## src/rtl/kernel_accumulate_pkg.sv

```systemverilog
// Shared definitions for the kernel accumulate stage:
// data width, on/off levels and FSM state encodings.
package kernel_accumulate_pkg;

  localparam int BIT_DATA = 8;

  localparam logic OFF = 1'b0;
  localparam logic ON  = 1'b1;

  typedef enum logic [1:0] {
    IDLE = 2'd0,
    ACC  = 2'd1,
    DONE = 2'd2
  } state_t;

endpackage

```

## src/rtl/kernel_accumulate.sv

```systemverilog
// Saturating multiply-accumulate over one kernel window, with
// early exit once the sum can no longer become positive.
module kernel_accumulate
  import kernel_accumulate_pkg::*;
#(
  parameter int BIT_IN = 16,
  parameter int TAPS   = 9,
  parameter int ET_EN  = 1
) (
  input  logic                       clock,
  input  logic                       reset,
  input  logic                       start,
  input  logic                       in_valid,
  output logic                       in_ready,
  input  logic signed [BIT_DATA-1:0] a,
  input  logic signed [BIT_DATA-1:0] w,
  output logic                       out_valid,
  input  logic                       out_ready,
  output logic signed [BIT_IN-1:0]   y,
  output logic                       terminated
);

  localparam int PW = 2 * BIT_DATA;
  localparam int SW = (BIT_IN > PW ? BIT_IN : PW) + 1;
  localparam int CW = $clog2(TAPS + 1);
  localparam int EW = BIT_IN + $clog2(TAPS) + 1;

  localparam logic signed [BIT_IN-1:0] YMAX =
    {1'b0, {(BIT_IN-1){1'b1}}};
  localparam logic signed [BIT_IN-1:0] YMIN =
    {1'b1, {(BIT_IN-1){1'b0}}};

  state_t state, state_nx;

  logic signed [BIT_IN-1:0] acc, acc_new;
  logic        [CW-1:0]     count, count_new;
  logic signed [PW-1:0]     prod;
  logic signed [SW-1:0]     sum;
  logic        [EW-1:0]     rem, bound;
  logic                     take, last, et, clr;

  assign take = (state == ACC) && in_valid;
  assign prod = PW'(a) * PW'(w);
  assign sum  = SW'(acc) + SW'(prod);

  always_comb begin
    acc_new = sum[BIT_IN-1:0];
    if (sum > SW'(YMAX))
      acc_new = YMAX;
    else if (sum < SW'(YMIN))
      acc_new = YMIN;
  end

  assign count_new = count + CW'(1);
  assign last      = (count_new == CW'(TAPS));

  // Best case: every remaining product is the largest positive one.
  assign rem   = EW'(TAPS) - EW'(count_new);
  assign bound = EW'(acc_new) + (rem << (PW - 2));
  assign et    = (ET_EN != 0) && bound[EW-1];

  assign clr = start &&
    ((state == IDLE) || (state == DONE && out_ready));

  always_ff @(posedge clock or posedge reset) begin
    if (reset)
      state <= IDLE;
    else
      state <= state_nx;
  end

  always_comb begin
    state_nx = state;
    unique case (state)
      IDLE: if (start) state_nx = ACC;
      ACC:  if (take && (last || et)) state_nx = DONE;
      DONE: if (out_ready) state_nx = start ? ACC : IDLE;
      default: state_nx = IDLE;
    endcase
  end

  always_comb begin
    in_ready  = OFF;
    out_valid = OFF;
    unique case (state)
      ACC:  in_ready  = ON;
      DONE: out_valid = ON;
      default: ;
    endcase
  end

  always_ff @(posedge clock or posedge reset) begin
    if (reset) begin
      acc        <= '0;
      count      <= '0;
      y          <= '0;
      terminated <= OFF;
    end else if (clr) begin
      acc   <= '0;
      count <= '0;
    end else if (take) begin
      acc   <= acc_new;
      count <= count_new;
      if (last || et) begin
        y          <= et ? '0 : acc_new;
        terminated <= et ? ON : OFF;
      end
    end
  end

endmodule
```

## config.mk

```make
export PLATFORM = sky130hd
export DESIGN_NAME = kernel_accumulate
export DESIGN_NICKNAME = d
export VERILOG_FILES = /design/src/rtl/kernel_accumulate_pkg.sv /design/src/rtl/kernel_accumulate.sv
export SDC_FILE = /design/constraint.sdc
export NUM_CORES = 1
export LEC_CHECK = 0
export BUFFER_PORTS_ARGS = -buffer_cell sky130_fd_sc_hd__buf_2
export CORE_UTILIZATION = 41
export CTS_CLUSTER_DIAMETER = 80
export CTS_CLUSTER_SIZE = 24
export DETAILED_ROUTE_END_ITERATION = 8
export PLACE_DENSITY_LB_ADDON = 0.15
export SLEW_MARGIN = 30
export SYNTH_ARGS = -nofsm -noshare
export SYNTH_HDL_FRONTEND = slang
export SYNTH_SLANG_ARGS = --single-unit
```

## constraint.sdc

```tcl
create_clock -name clock -period 18.5 [get_ports clock]
set_input_delay 0 -clock clock [delete_from_list [all_inputs] [get_ports clock]]
set_output_delay 0 -clock clock [all_outputs]
set_load 0.005 [all_outputs]
```

==> metrics.txt, run 1 <==
synth warn 0; Resize count post-CTS 0; Max clock buf depth 2; Setup Buffers After CTS 0; setup TNS 0 ns; Hold Path Class input pin to flop; Fmax 0.157 GHz; WP data required 18.66 ns; post-detail-place hpwl 8560 µm; CP startpoint kind flop; Hold Vio Cnt, Final 0; DRT antenna net count 0; largest net degree at the start of global routing 40; Residual DRC 11; gr usage total 0.183; fin crit period 6.39 ns; num rows 39; Seq/Total Area, Yosys 0.200; dpl ws 11.90 ns; final weighted congestion in routability-driven placement 0.788; vias in the first global route 3667; Placed Cells 655; Synth Area in Compound Gates 0.137; Final Non-Filler Cells 665; Num CTS Buffers 5; failing checks DRC; worst setup margin 12.11 ns; fin. max-slew vios 0; Post-Synth Simple-Gate Area 0.120; mux share of post-synthesis cell area 0; most frequent cells in the layout 87 x inv_1, 76 x fa_1, 46 x ha_1, 45 x nand2_1; DIE AREA 0.0123 mm²; initial core utilization 0.424; most common flop cell mapped by yosys dfrtp_1; Post-Synthesis Cells 476; Post-Syn Area 0.00488 mm²; Adder-Cell Fraction of Synth Area 0.432; Die Span X 111 µm; status finished, violations left; vias per inst 4.98; RSZ-0062 raised after global routing no; final WL 10100 µm; Avg WL per Cell 15.2 µm; max cap viols 0; overall via count from detail_route 3313; ant diodes 0; final setup fails 0; Rel. slew slack 0.493; First DRT Iteration DRCs 172; total grt overflow 0; Final #Nets 664; CP arrival 6.55 ns; number of synthesized flops with an enable pin 0; measured slew at the worst slew-check pin 0.760 ns; I/O Buffers 39; Pre-Repair DR Iteration Count 6; share of cells above drive strength 1 0.132; initial antenna violation count 0; Final Skew 0.00250 ns; core box area 0.0115 mm²; Synthesized Nets 619; first-pass GRT wire length 18300 µm; most common cell after layout, fill and taps aside inv_1; crit path max fanout 17; CTS tree yes; #FFs+latches synth 39; Post-Synth XOR/XNOR Area 0.0374; Worst-Skew Late Latency 0.28 ns; Synth-to-Final Area Change 11.5%; asr flop ratio synth 1.00; library cells used by synthesis 53; hold buffers post-CTS 2; Tcrit/Tclk final 0.345; main combinational cell family by area after synthesis adder cells; I/O Pins 40; CTS Sinks 39; WS Path Type flop to flop; H-tree levels 2; syn_area_per_cell 10.3 µm²; clock root buffer clkbuf_16; clock slew at reported path FFs 0.06 ns; Post-Route Utilization 0.473; Die Y 111 µm; Setup crit end kind flop
==> synth_stat cells, drive strengths merged (2+ instances only) <==
cell | n | share of area
inv | 87 | 0.067
fa | 76 | 0.31
ha | 46 | 0.12
nand2 | 45 | 0.035
dfrtp | 39 | 0.20
and2 | 36 | 0.046
a21oi | 18 | 0.019
nor2 | 16 | 0.012
xnor2 | 16 | 0.036
a21o | 14 | 0.022
o21ai | 14 | 0.016
a22o | 10 | 0.018
o21a | 7 | 0.011
o2bb2ai | 6 | 0.011
nand3 | 5 | 0.0051
clkbuf | 4 | 0.0031
nor3 | 3 | 0.0041
o211ai | 3 | 0.0085
a211oi | 2 | 0.0041
buf | 2 | 0.0033
nand2b | 2 | 0.0026
nor2b | 2 | 0.0026
o21bai | 2 | 0.0031
o31ai | 2 | 0.0031
==> final timing paths <==
| kind | start | endpoint | slack [ns] | cells past startpoint |
|---|---|---|---|---|
| worst min-delay path | in_valid | state[0] | 0.11 | 3 |
| max in group asynchronous | reset | acc[12] | 17.77 | 4 |
| worst max register to register | acc[6] | y[14] | 12.11 | 22 |
| worst min register to register | y[13] | y[13] | 0.49 | 1 |
| min in group asynchronous | reset | y[2] | 0.39 | 4 |
| worst max-delay path | acc[6] | y[14] | 12.11 | 22 |
==> cells by family (layout without fill, tap and decap cells) <==
logic type,after synthesis,count (layout)
AO/OA/AOI/OAI,87,87
XOR/XNOR,17,17
adder cells (fa/ha/maj),123,123
buffers and inverters,94,140
flip-flops,39,39
AND/OR/NAND/NOR,116,116
==> final cells by class <==
type | count | area (µm²)
fillers | 1133 | 6070
multi-input cells | 343 | 3540
flip-flops and latches | 39 | 976
inverters | 88 | 330
repair buffers | 44 | 238
well taps | 143 | 179
clock buffers | 6 | 139
clock inverters | 2 | 38.8
==> per-layer routing <==
metal	wire (µm)	GRT usage
met1	4990	0.260
met2	4860	0.309
met3	187	0.0208
met4	70	0.0270
met5	0	0
==> flip-flops by register name (all words and copies together) (netlist names) <==
signal      flops
state           2
terminated      1
count           4
acc            16
y              16
==> stage by stage <==
stage	cell area, µm²	hold WS, ns
2_1_floorplan	4880	0.0863
3_3_place_gp	5250	0.139
3_5_place_dp	5250	0.149
4_1_cts	5450	0.107
5_1_grt	5450	0.142
6_report	5450	0.111
==> worst max-delay path, stage by stage (launching register included) <==
cell and delay, ns:
dfrtp_1 0.35, inv_1 0.08, fa_1 0.53, inv_1 0.05, fa_1 0.49, inv_1 0.05, fa_1 0.48, inv_1 0.06
fa_1 0.48, ha_1 0.30, ha_1 0.35, and2b_1 0.21, o31a_4 0.30, o22ai_4 0.20, o21ai_2 0.14, xnor2_4 0.34
ha_1 0.31, a21o_1 0.16, a2111oi_0 0.54, a21oi_1 0.15, nand2_1 0.17, o211ai_4 0.21, a22o_1 0.30
Power of run 1 is not shown: default switching activity piles up to over one toggle a cycle in this logic, so the estimate is an artifact.
==> run 2, diff against run 1 <==
==> constraint.sdc (replaced) <==
create_clock -name clock -period 6.15 [get_ports clock]
set_input_delay 0 -clock clock [delete_from_list [all_inputs] [get_ports clock]]
set_output_delay 0 -clock clock [all_outputs]
set_load 0.005 [all_outputs]
==> run 2 against run 1 <==
The flow still finishes with violations (DRC). Register-to-register slack worse by 12 ns. Setup slack worse by 12 ns. Final cell count up 2.7%. Worst hold slack better by 0.0027 ns. Clock skew up 0.0058 ns. Critical path type unchanged.
==> metrics.txt, run 2 (same netlist as run 1, synthesis figures left out) <==
crit path max fanout 9; share of cells above drive strength 1 0.165; hold_sp in_valid; Setup crit end kind flop; most frequent cells in the layout 87 x inv_1, 76 x fa_1, 46 x ha_1, 44 x nand2_1; Post-Route Utilization 0.488; Fill cells 1103; WS Path Type flop to flop; crit path from acc[6]; Final Cell Area 0.00562 mm²; H-tree levels 2; gr usage total 0.191; total grt overflow 0; Bufs and invs on worst path 4; failing checks DRC; flip-flop and latch area 976 µm²; I/O Pins 40; Pre-Repair DR Iteration Count 7; Largest regs acc: 16 flops, y: 16 flops, count: 4 flops; clock slew at reported path FFs 0.06 ns; Num CTS Buffers 5; FF-to-FF Start acc[6]; first-pass GRT wire length 18900 µm; slowest CP cell fa_1; final weighted congestion in routability-driven placement 0.796; Worst-Skew Late Latency 0.28 ns; dpl cell area 0.00536 mm²; Final Skew 0.00825 ns; clock root buffer clkbuf_16; vias in the first global route 3816; CTS Sinks 39; dpl ws -0.0424 ns; num rows 39; First DRT Iteration DRCs 163; measured slew at the worst slew-check pin 0.543 ns; post-detail-place hpwl 8710 µm; I/O Buffers 39; ant diodes 0; vias per inst 5.04; Top Family by Delay on Critical Path adder cells; Rel. slew slack 0.636; overall via count from detail_route 3441; CTS tree yes; Die Y 111 µm; critical-path cell list inv_1 > fa_1 > inv_1 > fa_1 > inv_1 > fa_1 > inv_1 > fa_1 > ha_1 > ha_1 > and2b_1 > o31a_4 > o22ai_4 > o21ai_2 > xnor2_4 > ha_1 > a21o_1 > a2111oi_4 > a21oi_1 > nand2_2 > o211ai_4 > a22o_1; DRT antenna net count 0; DIE AREA 0.0123 mm²; Die Span X 111 µm; Fmax 0.170 GHz; Residual DRC 10; max incr delay on CP 0.53 ns; Tcrit/Tclk final 0.957; CP arrival 6.06 ns; final WL 10400 µm; Final #Nets 682; most common cell after layout, fill and taps aside inv_1; Synth-to-Final Area Change 15.0%; core box area 0.0115 mm²; max cap viols 0; area of the multi-input gates 0.00359 mm²; Hold Vio Cnt, Final 0; worst setup margin 0.262 ns; Hold Path Class input pin to flop; status finished, violations left; Max clock buf depth 2; CP startpoint kind flop; fin. max-slew vios 0; largest net degree at the start of global routing 40; fin crit period 5.89 ns; Avg WL per Cell 15.2 µm; final setup fails 0; initial core utilization 0.424; initial antenna violation count 0; WP data required 6.32 ns
-- run 2: final timing paths --
check | cells after the start | slack, ns | to
min in group asynchronous | 4 | 0.37 | y[1]
max in group asynchronous | 4 | 5.43 | y[14]
setup / recovery | 22 | 0.26 | y[15]
setup reg to reg | 22 | 0.26 | y[15]
hold reg to reg | 1 | 0.49 | y[8]
hold / removal | 3 | 0.11 | state[0]
-- run 2: metal layers --
metal  up-vias  track usage  routed length [µm]
li1       1665            -                   -
met1      1714        0.273                5010
met2        52        0.320                5050
met3        10       0.0202                 245
met4         0       0.0315                  80
met5         -            0                   0
-- run 2: final cells by class --
cell class | count | share of cell area
Clock buffer | 6 | 0.0247
Clock inverter | 2 | 0.00691
Inverter | 88 | 0.0588
Multi-Input combinational cell | 344 | 0.639
Sequential cell | 39 | 0.174
Tap cell | 143 | 0.0319
Timing Repair Buffer | 61 | 0.0651
-- run 2: worst register-to-register path: stages (launching register included) --
cell and delay [ns]:
dfrtp_1 0.34, inv_1 0.06, fa_1 0.53, inv_1 0.05, fa_1 0.49, inv_1 0.05, fa_1 0.47, inv_1 0.05
fa_1 0.50, ha_1 0.31, ha_1 0.35, and2b_1 0.20, o31a_4 0.30, o22ai_4 0.16, o21ai_2 0.13, xnor2_4 0.17
ha_1 0.33, a21o_1 0.20, a2111oi_4 0.40, a21oi_1 0.11, nand2_2 0.15, o211ai_4 0.15, a22o_1 0.27
-- run 2: timing repair --
action | in CTS | in global routing
pin swaps | 0 | 4
gates resized for setup | 1 | 4
hold buffers | 2 | 0
endpoints found under the hold margin | 40 | 0
endpoints found under the setup margin | 9 | 19
cloned | 0 | 1
buffers inserted | 0 | 2
-- run 2: per-stage QoR --
stage / hold slack, ns / setup TNS [ns] / std cells
floorplan: 0.0863 / 0 / 476
finish: 0.114 / 0 / 683
global route: 0.124 / -0.217 / 683
global placement: 0.149 / 0 / 670
detailed placement: 0.152 / -0.294 / 670
CTS: 0.113 / 0 / 680
Power of run 2 is left out for the same reason.
